--- src/rtl/frv_pipeline_predecode_if.sv ---
`default_nettype none
// ============================================================================
// Module      : frv_pipeline_predecode_if
// Description : Bundles the fetch-side stream (s1), the decode-side stream
//               (s2) and the control-flow change signals around predecode.
//               'slave' is the predecode view, 'master' the surrounding
//               pipeline (fetch + decode) view.
// Revision    : 1.0 - initial release
// ============================================================================
interface frv_pipeline_predecode_if #(
  parameter int XL = 31
);

  // Control flow change, shared with fetch
  logic          cf_req;
  logic          cf_ack;
  logic [XL:0]   cf_target;

  // Fetch -> predecode
  logic          s1_valid;
  logic [XL:0]   s1_data;
  logic          s1_error;
  logic          s1_busy;

  // Predecode -> decode
  logic          s2_valid;
  logic [XL:0]   s2_pc;
  logic [XL:0]   s2_npc;
  logic [31:0]   s2_instr;
  logic          s2_size;
  logic          s2_error;
  logic          s2_illegal;
  logic          s2_busy;

  modport master (
    output cf_req, cf_ack, cf_target,
    output s1_valid, s1_data, s1_error,
    input  s1_busy,
    input  s2_valid, s2_pc, s2_npc, s2_instr, s2_size, s2_error, s2_illegal,
    output s2_busy
  );

  modport slave (
    input  cf_req, cf_ack, cf_target,
    input  s1_valid, s1_data, s1_error,
    output s1_busy,
    output s2_valid, s2_pc, s2_npc, s2_instr, s2_size, s2_error, s2_illegal,
    input  s2_busy
  );

endinterface
`default_nettype wire

--- src/rtl/frv_pipeline_predecode.sv ---
`default_nettype none
// ============================================================================
// Module      : frv_pipeline_predecode
// Description : Predecode stage between fetch (s1) and decode (s2). Tags each
//               instruction with its PC and sequential next PC, classifies it
//               as 16/32 bit, zero-extends compressed encodings and buffers
//               results in a 2-entry in-order skid queue. s1_busy comes from
//               registered occupancy only, so decode stalls never reach
//               fetch combinationally.
// Revision    : 1.0 - initial release
// ============================================================================
module frv_pipeline_predecode #(
  parameter logic [31:0] FRV_PC_RESET_VALUE = 32'h8000_0000,
  parameter int          XL                 = 31
) (
  input  wire logic               g_clk,
  input  wire logic               g_reset,
  frv_pipeline_predecode_if.slave bus
);

  typedef struct packed {
    logic [XL:0] pc;
    logic [XL:0] npc;
    logic [31:0] instr;
    logic        size;
    logic        err;
    logic        ill;
  } entry_t;

  localparam logic [1:0]  c_CNT_EMPTY = 2'd0;
  localparam logic [1:0]  c_CNT_ONE   = 2'd1;
  localparam logic [1:0]  c_CNT_FULL  = 2'd2;
  localparam logic [XL:0] c_INC2      = (XL+1)'(2);
  localparam logic [XL:0] c_INC4      = (XL+1)'(4);

  logic [1:0]  r_count;
  logic [XL:0] r_pc;
  entry_t      r_e0;
  entry_t      r_e1;

  logic        w_cf_change;
  logic        w_accept;
  logic        w_enq;
  logic        w_deq;
  logic        w_size32;
  logic [XL:0] w_seq_npc;
  entry_t      w_new;
  logic [1:0]  w_count_nxt;
  logic [XL:0] w_pc_nxt;
  entry_t      w_e0_nxt;
  entry_t      w_e1_nxt;

  // Handshake decode: an accept that coincides with a redirect is dropped
  always_comb begin
    w_cf_change = bus.cf_req && bus.cf_ack;
    w_accept    = bus.s1_valid && !bus.s1_busy;
    w_enq       = w_accept && !w_cf_change;
    w_deq       = bus.s2_valid && !bus.s2_busy;
  end

  // Classify the incoming word and build the entry it would become
  always_comb begin
    w_size32     = (bus.s1_data[1:0] == 2'b11);
    w_seq_npc    = r_pc + (w_size32 ? c_INC4 : c_INC2);
    w_new.pc     = r_pc;
    w_new.npc    = w_seq_npc;
    w_new.instr  = w_size32 ? bus.s1_data[31:0] : {16'b0, bus.s1_data[15:0]};
    w_new.size   = w_size32;
    w_new.err    = bus.s1_error;
    w_new.ill    = !w_size32 && (bus.s1_data[15:0] == 16'h0000);
  end

  // Queue occupancy: a redirect empties the queue regardless of traffic
  always_comb begin
    w_count_nxt = r_count;
    if (w_cf_change) begin
      w_count_nxt = c_CNT_EMPTY;
    end else begin
      case ({w_enq, w_deq})
        2'b10:   w_count_nxt = r_count + 2'd1;
        2'b01:   w_count_nxt = r_count - 2'd1;
        default: w_count_nxt = r_count;
      endcase
    end
  end

  // Storage update: shift on dequeue, new data lands in the first free slot
  always_comb begin
    w_e0_nxt = r_e0;
    w_e1_nxt = r_e1;
    if (w_deq) begin
      w_e0_nxt = r_e1;
    end
    if (w_enq) begin
      if ((r_count == c_CNT_EMPTY) || ((r_count == c_CNT_ONE) && w_deq)) begin
        w_e0_nxt = w_new;
      end else begin
        w_e1_nxt = w_new;
      end
    end
  end

  // Program counter: redirect wins over sequential advance
  always_comb begin
    w_pc_nxt = r_pc;
    if (w_cf_change) begin
      w_pc_nxt = {bus.cf_target[XL:1], 1'b0};
    end else if (w_accept) begin
      w_pc_nxt = w_seq_npc;
    end
  end

  // State registers, cleared asynchronously so reset drops outputs at once
  always_ff @(posedge g_clk or posedge g_reset) begin
    if (g_reset) begin
      r_count <= c_CNT_EMPTY;
      r_pc    <= FRV_PC_RESET_VALUE[XL:0];
      r_e0    <= '0;
      r_e1    <= '0;
    end else begin
      r_count <= w_count_nxt;
      r_pc    <= w_pc_nxt;
      r_e0    <= w_e0_nxt;
      r_e1    <= w_e1_nxt;
    end
  end

  // Outputs come straight from registered state
  always_comb begin
    bus.s1_busy    = (r_count == c_CNT_FULL);
    bus.s2_valid   = (r_count != c_CNT_EMPTY);
    bus.s2_pc      = r_e0.pc;
    bus.s2_npc     = r_e0.npc;
    bus.s2_instr   = r_e0.instr;
    bus.s2_size    = r_e0.size;
    bus.s2_error   = r_e0.err;
    bus.s2_illegal = r_e0.ill;
  end

endmodule
`default_nettype wire

--- src/flat_wrapper.sv ---
// flat-port wrapper written by rule: the top's interface ports become plain ports
module frv_pipeline_predecode_flat 
#(
  parameter logic [31:0] FRV_PC_RESET_VALUE = 32'h8000_0000,
  parameter int          XL                 = 31
)
  (g_clk, g_reset, bus_cf_req, bus_cf_ack, bus_cf_target, bus_s1_valid, bus_s1_data, bus_s1_error, bus_s1_busy, bus_s2_valid, bus_s2_pc, bus_s2_npc, bus_s2_instr, bus_s2_size, bus_s2_error, bus_s2_illegal, bus_s2_busy);
  frv_pipeline_predecode_if #(.XL(XL)) bus_i ();
  input  wire logic g_clk;
  input  wire logic g_reset;
  input wire logic [$bits(bus_i.cf_req)-1:0] bus_cf_req;
  input wire logic [$bits(bus_i.cf_ack)-1:0] bus_cf_ack;
  input wire logic [$bits(bus_i.cf_target)-1:0] bus_cf_target;
  input wire logic [$bits(bus_i.s1_valid)-1:0] bus_s1_valid;
  input wire logic [$bits(bus_i.s1_data)-1:0] bus_s1_data;
  input wire logic [$bits(bus_i.s1_error)-1:0] bus_s1_error;
  output wire logic [$bits(bus_i.s1_busy)-1:0] bus_s1_busy;
  output wire logic [$bits(bus_i.s2_valid)-1:0] bus_s2_valid;
  output wire logic [$bits(bus_i.s2_pc)-1:0] bus_s2_pc;
  output wire logic [$bits(bus_i.s2_npc)-1:0] bus_s2_npc;
  output wire logic [$bits(bus_i.s2_instr)-1:0] bus_s2_instr;
  output wire logic [$bits(bus_i.s2_size)-1:0] bus_s2_size;
  output wire logic [$bits(bus_i.s2_error)-1:0] bus_s2_error;
  output wire logic [$bits(bus_i.s2_illegal)-1:0] bus_s2_illegal;
  input wire logic [$bits(bus_i.s2_busy)-1:0] bus_s2_busy;
  assign bus_i.cf_req = bus_cf_req;
  assign bus_i.cf_ack = bus_cf_ack;
  assign bus_i.cf_target = bus_cf_target;
  assign bus_i.s1_valid = bus_s1_valid;
  assign bus_i.s1_data = bus_s1_data;
  assign bus_i.s1_error = bus_s1_error;
  assign bus_s1_busy = bus_i.s1_busy;
  assign bus_s2_valid = bus_i.s2_valid;
  assign bus_s2_pc = bus_i.s2_pc;
  assign bus_s2_npc = bus_i.s2_npc;
  assign bus_s2_instr = bus_i.s2_instr;
  assign bus_s2_size = bus_i.s2_size;
  assign bus_s2_error = bus_i.s2_error;
  assign bus_s2_illegal = bus_i.s2_illegal;
  assign bus_i.s2_busy = bus_s2_busy;
  frv_pipeline_predecode #(.FRV_PC_RESET_VALUE(FRV_PC_RESET_VALUE), .XL(XL)) u_core (.g_clk(g_clk), .g_reset(g_reset), .bus(bus_i));
endmodule
--- config.mk ---
export PLATFORM = sky130hd
export DESIGN_NAME = frv_pipeline_predecode_flat
export DESIGN_NICKNAME = d
export VERILOG_FILES = /design/src/rtl/frv_pipeline_predecode_if.sv /design/src/rtl/frv_pipeline_predecode.sv /design/src/flat_wrapper.sv
export SDC_FILE = /design/constraint.sdc
export NUM_CORES = 1
export LEC_CHECK = 0
export ABC_AREA = 1
export BUFFER_PORTS_ARGS = -buffer_cell sky130_fd_sc_hd__buf_2
export CAP_MARGIN = 10
export CORE_MARGIN = 2
export CORE_UTILIZATION = 57
export CTS_CLUSTER_DIAMETER = 200
export DETAILED_ROUTE_END_ITERATION = 10
export PLACE_DENSITY = 0.79
export SKIP_LAST_GASP = 1
export SYNTH_ARGS = -nofsm -noshare
export SYNTH_HDL_FRONTEND = slang
export SYNTH_SLANG_ARGS = --single-unit
--- constraint.sdc ---
create_clock -name g_clk -period 7.49 [get_ports g_clk]
set_input_delay 0.3745 -clock g_clk [delete_from_list [all_inputs] [get_ports g_clk]]
set_output_delay 0.3745 -clock g_clk [all_outputs]
set_load 0.005 [all_outputs]
==> results.py, run 1 <==
metrics = {
    "logic_synthesis": {
        "ys_top_cells_by_area": "dfrtp_1, nand2_1, o21ai_0, a31oi_1, nor2_1",
        "synth_common_cells": "nand2_1, dfrtp_1, o21ai_0, nor2_1, inv_1",
        "yosysTopAreaCellShare": 0.527,
        "yosysWarnings": 0,
        "yosysMostFrequentCell": "nand2_1",
        "postSynthCellCount": 1337,
        "ys.flop_type": "dfrtp_1",
        "syn_nets": 1413,
        "netlist_area_mm2": 0.0108,
        "syn_area_per_cell_um2": 8.10,
        "synth_edf_count": 0,
        "synth_seq_area_share": 0.529,
        "yosys.area.top_type": "dfrtp_1",
        "ys_types": 37,
        "ys_ff_latch": 229,
        "synthArstFlopShare": 1.00,
    },
    "cts": {
        "cts_resized": 0,
        "cts_max_level": 1,
        "clock_sinks": 229,
        "cts_tree": "built",
        "cts_hold_buf": 0,
        "post_cts_buffers": 0,
        "cts.clk_slew.worst_paths_ns": 0.06,
        "cts_buffer_depth": 3,
        "worstSkewPairLatency_ns": 0.52,
        "clockRootBuffer": "clkbuf_16",
        "cts_buffers": 25,
    },
    "worst_setup_path": {
        "crit_fanout": 84,
        "critPathLaunchType": "flip-flop",
        "crit_arrival_ns": 4.58,
        "cp.required_ns": 7.83,
        "crit_type": "reg2reg",
        "end_kind": "flip-flop",
    },
    "die": {
        "dieWidth_um": 142,
        "rows": 50,
        "core_mm2": 0.0187,
        "die_area_mm2": 0.0201,
        "initial_core_util": 0.579,
        "dieHeight_um": 142,
        "io_pins": 172,
    },
    "power": {
        "switching_share": 0.388,
        "power_frac_comb": 0.352,
        "p_clk_frac": 0.231,
        "power.total_mw": 5.11,
        "p_sw_mw": 1.98,
        "p_seq_frac": 0.417,
        "p_int_mw": 3.13,
        "ir_worst_vdd_mv": 0.187,
        "p_leak_nw": 6.20,
        "power_density_mw_per_mm2": 411,
    },
    "global_routing": {
        "grt_pass1_wl_mm": 47.1,
        "gr-total-overflow": 0,
        "grt_use_total": 0.292,
        "grt_max_degree": 146,
        "antenna_found_initial": 0,
        "first_global_vias": 9262,
    },
    "timing": {
        "final_hold_viol_count": 0,
        "min_period_ns": 4.24,
        "final_max_slew_viol_count": 0,
        "fin_worst_skew_ns": 0.00838,
        "max_slew_margin": 0.274,
        "worstMarginPinSlew_ns": 1.09,
        "finalCritPeriodShare": 0.565,
        "fin_tns_setup_ns": 0,
        "setup_viol": 0,
        "fmax_mhz": 236,
        "rsz0062_at_grt": "no",
    },
    "placed_design": {
        "place_area_mm2": 0.0117,
        "place_hpwl_mm": 18.3,
        "port_buffers": 170,
        "routabilityCongestion": 0.927,
    },
    "layout": {
        "seq_area_mm2": 0.00573,
        "multiInputGateArea_mm2": 0.00436,
        "drive_gt1_frac": 0.159,
        "antenna_cells": 0,
        "final_cell_area_mm2": 0.0124,
        "nets": 1539,
        "filler_cell_count": 1525,
        "area_growth_pct": 14.7,
    },
    "min_path": {
        "hp-class": "in2reg",
    },
    "route": {
        "num_vias": 9701,
        "wire_per_inst_um": 17.1,
        "wl_mm": 29.4,
        "drt_iter0_drc": 855,
        "ant_nets": 0,
        "drt-pass1-iter-count": 5,
        "drc": 0,
        "vias_per_cell": 5.65,
    },
    "outcome": {
        "status": "complete, no violations",
    },
    "run": {
        "drv_cap": 0,
    },
}
cell families after synthesis:
logic type / Yosys count / synth area share
AO/OA/AOI/OAI: 267 / 0.136
XOR/XNOR: 11 / 0.00889
adder cells (fa/ha/maj): 5 / 0.00578
buffers and inverters: 171 / 0.0693
flip-flops: 229 / 0.529
multiplexers: 17 / 0.0165
AND/OR/NAND/NOR: 637 / 0.234
final timing paths:
| path | startpoint | end | slack, ns | depth (start not counted) |
|---|---|---|---|---|
| worst max-delay path | u_core.r_count[0] | u_core.bus.s2_instr[26] | 3.25 | 9 |
| worst min-delay path | bus_s1_error | u_core.r_e1[1] | 0.08 | 3 |
| max in group asynchronous | g_reset | u_core.r_e1[87] | 5.72 | 3 |
| worst min register to register | u_core.r_e1[13] | u_core.r_e1[13] | 0.47 | 2 |
| min in group asynchronous | g_reset | u_core.bus.s2_pc[7] | 0.09 | 2 |
| worst max register to register | u_core.r_count[0] | u_core.bus.s2_instr[26] | 3.25 | 9 |
power groups by stage:
stage | clock network (mW) | registers [mW] | logic [mW]
after floorplan | 0 | 2.07 | 1.21
after global placement | 0 | 2.13 | 1.72
after detailed placement | 0 | 2.13 | 1.78
after CTS | 1.19 | 2.12 | 1.80
after global routing | 1.24 | 2.19 | 2.03
final | 1.18 | 2.13 | 1.80
layout make-up:
| type | instances | area share |
|---|---|---|
| multi-input combinational | 937 | 0.351 |
| clock buffer | 40 | 0.0573 |
| timing repair buffer | 178 | 0.0733 |
| clock inverter | 6 | 0.00493 |
| tap | 234 | 0.0236 |
| inverter | 92 | 0.0289 |
| sequential | 229 | 0.461 |
routing by layer:
metal,share of wire,global-route usage,vias up
li1,-,-,4599
met1,0.43,0.411,4634
met2,0.47,0.475,421
met3,0.084,0.0402,47
met4,0.021,0.0895,0
met5,0,0,-
flip-flops by register name (all words and copies together), names as in the netlist:
register and count:
u_core.bus.s2_error 1, u_core.bus.s2_illegal 1, u_core.bus.s2_instr 32, u_core.bus.s2_npc 32
u_core.bus.s2_pc 32, u_core.bus.s2_size 1, u_core.r_count 2, u_core.r_e1 97
u_core.r_pc 31
layout by cell type, fill, tap and decap left out, types with 9 or more instances in the layout:
cell type,count
clkbuf_16,25
nor2_1,97
o211ai_1,9
nand3_1,54
a21oi_1,19
dfrtp_1,228
clkbuf_1,12
inv_1,84
xor2_1,11
mux2i_1,10
nand2_1,467
buf_2,170
o21ai_0,140
o21ai_1,25
a31oi_1,65
critical path: stages, from the launching register on:
cell and delay [ns]:
dfrtp_1 0.39, inv_1 0.12, ha_2 0.78, buf_4 0.46, a21oi_2 0.10, nor2_4 0.80
inv_4 0.47, buf_4 0.55, a21oi_1 0.25, a31oi_1 0.08
stage by stage:
stage | std cells | setup WS, ns | utilization | hold slack, ns
6_report | 1716 | 3.25 | 0.664 | 0.0781
5_1_grt | 1716 | 2.85 | 0.664 | 0.0823
4_1_cts | 1716 | 3.23 | 0.664 | 0.0714
3_5_place_dp | 1670 | 3.30 | 0.623 | 0.458
3_3_place_gp | 1670 | 3.38 | 0.623 | 0.453
2_1_floorplan | 1337 | 0.841 | - | 0.442
Power figures use the tool's default switching activity.
==> run 2, diff against run 1 <==
ABC_AREA = 0   (was 1)
clock period = 4.4 ns   (was 7.49 ns; I/O delays follow)
==> run 2 against run 1 <==
Non-clock buffer count up 67. Via count down 11%. Synthesized cell count down 15%. Final area up 5.3%. Sequential share of layout area down 2.3 points. Register-to-register slack worse by 1.6 ns. Synthesized area down 1.2%.
==> results.py, run 2 <==
metrics = {
    "logic_synthesis": {
        "synth_common_cells": "nand2_1, dfrtp_1, o21ai_0, mux2i_1, clkbuf_1",
        "yosysTopAreaCellShare": 0.533,
        "yosys.area.top_type": "dfrtp_1",
        "netlist_area_mm2": 0.0107,
        "synthArstFlopShare": 1.00,
        "ys_top_cells_by_area": "dfrtp_1, nand2_1, mux2i_1, o21ai_0, xor2_1",
        "yosysMostFrequentCell": "nand2_1",
        "ys.flop_type": "dfrtp_1",
        "yosysWarnings": 0,
        "ys_types": 40,
        "synth_edf_count": 0,
        "postSynthCellCount": 1143,
        "ys_ff_latch": 229,
        "synth_seq_area_share": 0.536,
        "syn_area_per_cell_um2": 9.36,
        "syn_nets": 1219,
    },
    "worst_setup_path": {
        "end_kind": "flip-flop",
        "crit_fanout": 87,
        "r2r.worst_path.cells": 7,
        "crit_arrival_ns": 3.09,
        "cp.required_ns": 4.74,
        "crit_path_top_delay_cell": "buf_4",
        "crit_type": "reg2reg",
        "critPathLaunchType": "flip-flop",
        "path_cells": "inv_1 -> ha_1 -> a21oi_1 -> nand3_4 -> buf_4 -> nand2_1 -> o21ai_0",
        "max_stage_delay_ns": 0.56,
    },
    "route": {
        "num_vias": 8602,
        "wl_mm": 26.4,
        "ant_nets": 0,
        "drt-pass1-iter-count": 5,
        "drt_iter0_drc": 471,
        "drc": 0,
        "wire_per_inst_um": 16.9,
        "vias_per_cell": 5.50,
    },
    "cts": {
        "worstSkewPairLatency_ns": 0.51,
        "cts_resized": 0,
        "clockRootBuffer": "clkbuf_16",
        "cts.clk_slew.worst_paths_ns": 0.06,
        "cts_tree": "built",
        "cts_max_level": 1,
        "cts_buffers": 24,
        "cts_buffer_depth": 3,
        "clock_sinks": 229,
        "cts_hold_buf": 63,
        "post_cts_buffers": 0,
    },
    "timing": {
        "min_period_ns": 2.75,
        "final_hold_viol_count": 0,
        "fin_tns_setup_ns": 0,
        "finalCritPeriodShare": 0.625,
        "rsz0062_at_grt": "no",
        "fmax_mhz": 364,
        "max_slew_margin": 0.270,
        "worstMarginPinSlew_ns": 1.10,
        "fin_worst_skew_ns": 0.00785,
        "setup_viol": 0,
        "whs_ns": 0.0233,
        "final_max_slew_viol_count": 0,
        "worst_slack_ns": 1.65,
    },
    "die": {
        "initial_core_util": 0.576,
        "dieWidth_um": 141,
        "die_area_mm2": 0.0199,
        "core_mm2": 0.0186,
        "io_pins": 172,
        "rows": 50,
        "dieHeight_um": 141,
    },
    "power": {
        "power_frac_comb": 0.333,
        "p_leak_nw": 6.07,
        "power_density_mw_per_mm2": 656,
        "ir_worst_vdd_mv": 0.387,
        "switching_share": 0.353,
        "p_int_mw": 5.55,
        "p_clk_frac": 0.249,
        "p_sw_mw": 3.03,
        "p_seq_frac": 0.418,
    },
    "layout": {
        "mostFrequentLayoutCell": "nand2_1",
        "largest_reg_flops": 97,
        "final_cell_mix": "nand2_1, dfrtp_1, buf_2, o21ai_0, dlygate4sd3_1",
        "final_cell_area_mm2": 0.0131,
        "antenna_cells": 0,
        "nets": 1391,
        "area_growth_pct": 22.2,
        "top_register": "u_core.r_e1",
        "drive_gt1_frac": 0.184,
        "utilization": 0.704,
    },
    "global_routing": {
        "grt_pass1_wl_mm": 43.8,
        "antenna_found_initial": 0,
        "gr-total-overflow": 0,
        "first_global_vias": 8780,
        "grt_use_total": 0.268,
        "grt_max_degree": 105,
    },
    "placed_design": {
        "routabilityCongestion": 0.801,
        "place_area_mm2": 0.0116,
        "port_buffers": 170,
        "place_hpwl_mm": 16.1,
        "pre_cts_slack_ns": 1.51,
    },
    "outcome": {
        "status": "complete, no violations",
    },
    "min_path": {
        "hp-class": "in2reg",
        "hold_depth": 3,
    },
    "run": {
        "drv_cap": 0,
    },
}
[run 2: changes by cell type in the layout (fill, tap and decap cells not counted), sizes merged, moves of 40 or more]
cell | previous run | this run
a211oi | 1 | 41
a31oi | 65 | 2
dlygate4sd3 | 0 | 63
inv | 91 | 5
mux2i | 10 | 57
nand2 | 467 | 321
nor2 | 103 | 28
nor2b | 0 | 42
o21ai | 165 | 121
[run 2: area by class of cell]
cell class              instances  area (um2)
inverters                       6        26.3
flip-flops and latches        229        5730
multi-input cells             809        4560
clock buffers                  35         733
fillers                      1389        5500
repair buffers                245        1620
well taps                     234         293
clock inverters                 7         115
[run 2: worst paths after layout]
path | start | to | slack [ns]
max | u_core.r_count[0] | u_core.r_e1[24] | 1.65
min | bus_s1_data[1] | u_core.r_e1[4] | 0.02
max reg2reg | u_core.r_count[0] | u_core.r_e1[24] | 1.65
min reg2reg | u_core.r_e1[4] | u_core.r_e1[4] | 0.48
max in group asynchronous | g_reset | u_core.r_pc[23] | 2.98
min in group asynchronous | g_reset | u_core.r_e1[25] | 0.42
[run 2: logic make-up after synthesis]
logic type | after synthesis | synth area share
compound gates | 214 | 0.112
mux | 60 | 0.0565
flops | 229 | 0.536
buf+inv | 105 | 0.0427
fa+ha+maj | 5 | 0.00585
xor+xnor | 63 | 0.0516
simple gates | 467 | 0.196
[run 2: power by group through the flow]
stage,Clock (mW),Combinational [mW],Sequential (mW)
2_1_floorplan,0,1.94,3.45
3_3_place_gp,0,2.68,3.56
3_5_place_dp,0,2.78,3.60
4_1_cts,2.17,2.85,3.57
5_1_grt,2.25,3.25,3.69
6_report,2.14,2.85,3.59
[run 2: per-layer routing]
layer,global-route usage,routed length [um],vias up
met5,0,0,-
met4,0.0668,471,0
met3,0.0482,1870,34
met2,0.440,12400,297
met1,0.375,11600,4115
li1,-,-,4156
[run 2: metrics by stage]
stage,power [mW],std cells
after floorplan,5.38,1143
after global placement,6.25,1460
after detailed placement,6.38,1460
after CTS,8.59,1565
after global routing,9.19,1565
final,8.58,1565
[run 2: critical path, delay by kind of cell, from the launching register on]
family	cells	cell delay [ns]
adder cells (fa/ha/maj)	1	0.27
flip-flops	1	0.38
buffers and inverters	2	0.64
AND/OR/NAND/NOR	2	0.70
AO/OA/AOI/OAI	2	0.50
==> run 3, diff against run 2 <==
CORE_UTILIZATION = 51   (was 57)
PLACE_DENSITY = 0.75   (was 0.79)
clock period = 2.25 ns   (was 4.4 ns; I/O delays follow)
==> run 3 against run 2 <==
Critical endpoint is now u_core.r_e1[58]. Clock skew is 0.0022 ns higher. Highest routed layer is now met5. Die area is 11% higher. Global-route usage is 2.5 points lower. First-iteration DRC count is 18% higher. Critical path depth is 4 higher.
==> results.py, run 3 (same netlist as run 2, synthesis figures left out) <==
metrics = {
    "route": {
        "drt-pass1-iter-count": 5,
        "drc": 0,
        "wire_per_inst_um": 16.3,
        "drt_iter0_drc": 557,
        "num_vias": 8631,
        "vias_per_cell": 5.29,
        "ant_nets": 0,
        "wl_mm": 26.6,
    },
    "layout": {
        "top_register": "u_core.r_e1",
        "final_cell_mix": "nand2_1, dfrtp_1, buf_2, o21ai_0, dlygate4sd3_1",
        "area_growth_pct": 24.9,
        "filler_cell_count": 1638,
        "mostFrequentLayoutCell": "nand2_1",
        "antenna_cells": 0,
        "finalNonFillerCells": 1632,
        "nets": 1420,
        "largest_reg_flops": 97,
        "drive_gt1_frac": 0.199,
        "final_cell_area_mm2": 0.0134,
    },
    "run": {
        "drv_cap": 0,
    },
    "power": {
        "power_density_mw_per_mm2": 1260,
        "ir_worst_vdd_mv": 0.684,
        "power.total_mw": 16.8,
        "p_leak_nw": 6.21,
    },
    "cts": {
        "clockRootBuffer": "clkbuf_16",
        "post_cts_buffers": 0,
        "cts_tree": "built",
        "clock_sinks": 229,
        "cts_buffer_depth": 3,
        "cts_buffers": 25,
        "cts_max_level": 1,
        "worstSkewPairLatency_ns": 0.51,
        "cts.clk_slew.worst_paths_ns": 0.06,
    },
    "global_routing": {
        "gr-total-overflow": 0,
        "first_global_vias": 8570,
        "grt_max_degree": 108,
        "grt_pass1_wl_mm": 43.8,
        "grt_use_total": 0.243,
        "antenna_found_initial": 1,
    },
    "die": {
        "core_mm2": 0.0204,
        "initial_core_util": 0.524,
        "dieHeight_um": 149,
        "die_area_mm2": 0.0222,
        "dieWidth_um": 149,
        "io_pins": 172,
        "rows": 52,
    },
    "min_path": {
        "hp-class": "in2async",
    },
    "worst_setup_path": {
        "crit_type": "in2reg",
        "startpoint": "bus_s1_data[1]",
        "crit_path_end": "u_core.r_e1[58]",
        "path_buf_inv": 3,
        "r2r_end": "u_core.bus.s2_pc[18]",
        "cp.required_ns": 2.62,
        "end_kind": "flip-flop",
        "reg2reg_slack_ns": 0.21,
        "max_stage_delay_ns": 0.55,
        "crit_path_top_delay_cell": "dlygate4sd3_1",
        "crit_top_cell": "xor2_1",
        "critPathLaunchType": "input port",
        "r2r-start": "u_core.r_count[0]",
        "cp_top_family": "buffers and inverters",
        "path_cells": "dlygate4sd3_1 -> buf_2 -> and2_1 -> xor2_1 -> ha_1 -> a31oi_4 -> nor3_2 -> buf_4 -> nand2_1 -> xor2_1 -> o21ai_1",
        "r2r.worst_path.cells": 7,
        "crit_fanout": 11,
        "crit_arrival_ns": 2.44,
        "cp.depth": 11,
    },
    "timing": {
        "fmax_mhz": 483,
        "whs_ns": 0.0917,
        "fin_worst_skew_ns": 0.0101,
        "min_period_ns": 2.07,
        "max_slew_margin": 0.613,
        "worst_slack_ns": 0.178,
        "final_hold_viol_count": 0,
        "final_max_slew_viol_count": 0,
        "worstMarginPinSlew_ns": 0.581,
        "setup_viol": 0,
        "finalCritPeriodShare": 0.921,
        "rsz0062_at_grt": "no",
    },
    "placed_design": {
        "pre_cts_slack_ns": 0.239,
        "place.detailed.instances": 1522,
        "port_buffers": 170,
        "place_hpwl_mm": 17.0,
        "place_area_mm2": 0.0119,
        "routabilityCongestion": 0.804,
    },
    "outcome": {
        "status": "complete, no violations",
    },
}
run 3: changes by cell type in the layout (fill, tap and decap cells not counted):
cell	before	now
buf_12	4	9
buf_4	8	29
bufinv_16	3	1
clkbuf_1	3	6
clkinv_2	2	4
dlygate4sd3_1	63	65
run 3: through the flow:
stage,setup TNS (ns),utilization
after floorplan,-195.17,-
after global placement,0,0.583
after detailed placement,0,0.583
after CTS,0,0.654
after global routing,0,0.654
final,0,0.654
run 3: how the worst min path moves through the flow:
stage                      start                    end  slack, ns  cells past startpoint
4_1_cts                  g_reset  u_core.bus.s2_npc[10]       0.08                      3
3_5_place_dp             g_reset  u_core.bus.s2_npc[10]       0.07                      2
2_1_floorplan  bus_cf_target[31]        u_core.r_pc[31]       0.20                      2
3_3_place_gp             g_reset  u_core.bus.s2_npc[10]       0.07                      2
6_report                 g_reset  u_core.bus.s2_npc[10]       0.09                      3
5_1_grt                  g_reset    u_core.bus.s2_pc[5]       0.09                      3
run 3: final cells by class:
type                    instances  area, um2  share of cell area
clock buffers                  38        744              0.0557
inverters                       6       26.3             0.00197
repair buffers                273       1900               0.142
flip-flops and latches        229       5730               0.429
clock inverters                 7       65.1             0.00487
multi-input cells             809       4560               0.341
well taps                     270        338              0.0253
run 3: per-layer routing:
metal,track usage,vias up,routed length (um)
met1,0.342,4140,12100
met5,0,-,13
met2,0.396,237,12500
li1,-,4209,-
met4,0.0576,2,484
met3,0.0425,43,1620
run 3: where the power goes:
group,switching (mW),total [mW],internal [mW],leakage (nW)
Combinational,3.30,5.87,2.57,2.92
Sequential,1.07,6.96,5.89,2.89
Clock,1.61,4.00,2.39,0.396
Total,5.97,16.8,10.8,6.21
run 3: timing repair:
| item | 4_1_cts | 5_1_grt |
|---|---|---|
| hold buffers | 65 | 0 |
| hold endpoints to repair | 326 | 0 |
| resized for setup | 0 | 0 |
run 3: worst reg2reg max path, cell delays in order, from the launching register on:
cell and delay [ns]:
dfrtp_1 0.38, inv_1 0.08, ha_1 0.26, nor2b_2 0.17
nand2_1 0.17, nor2_4 0.22, buf_12 0.32, o21ai_0 0.27
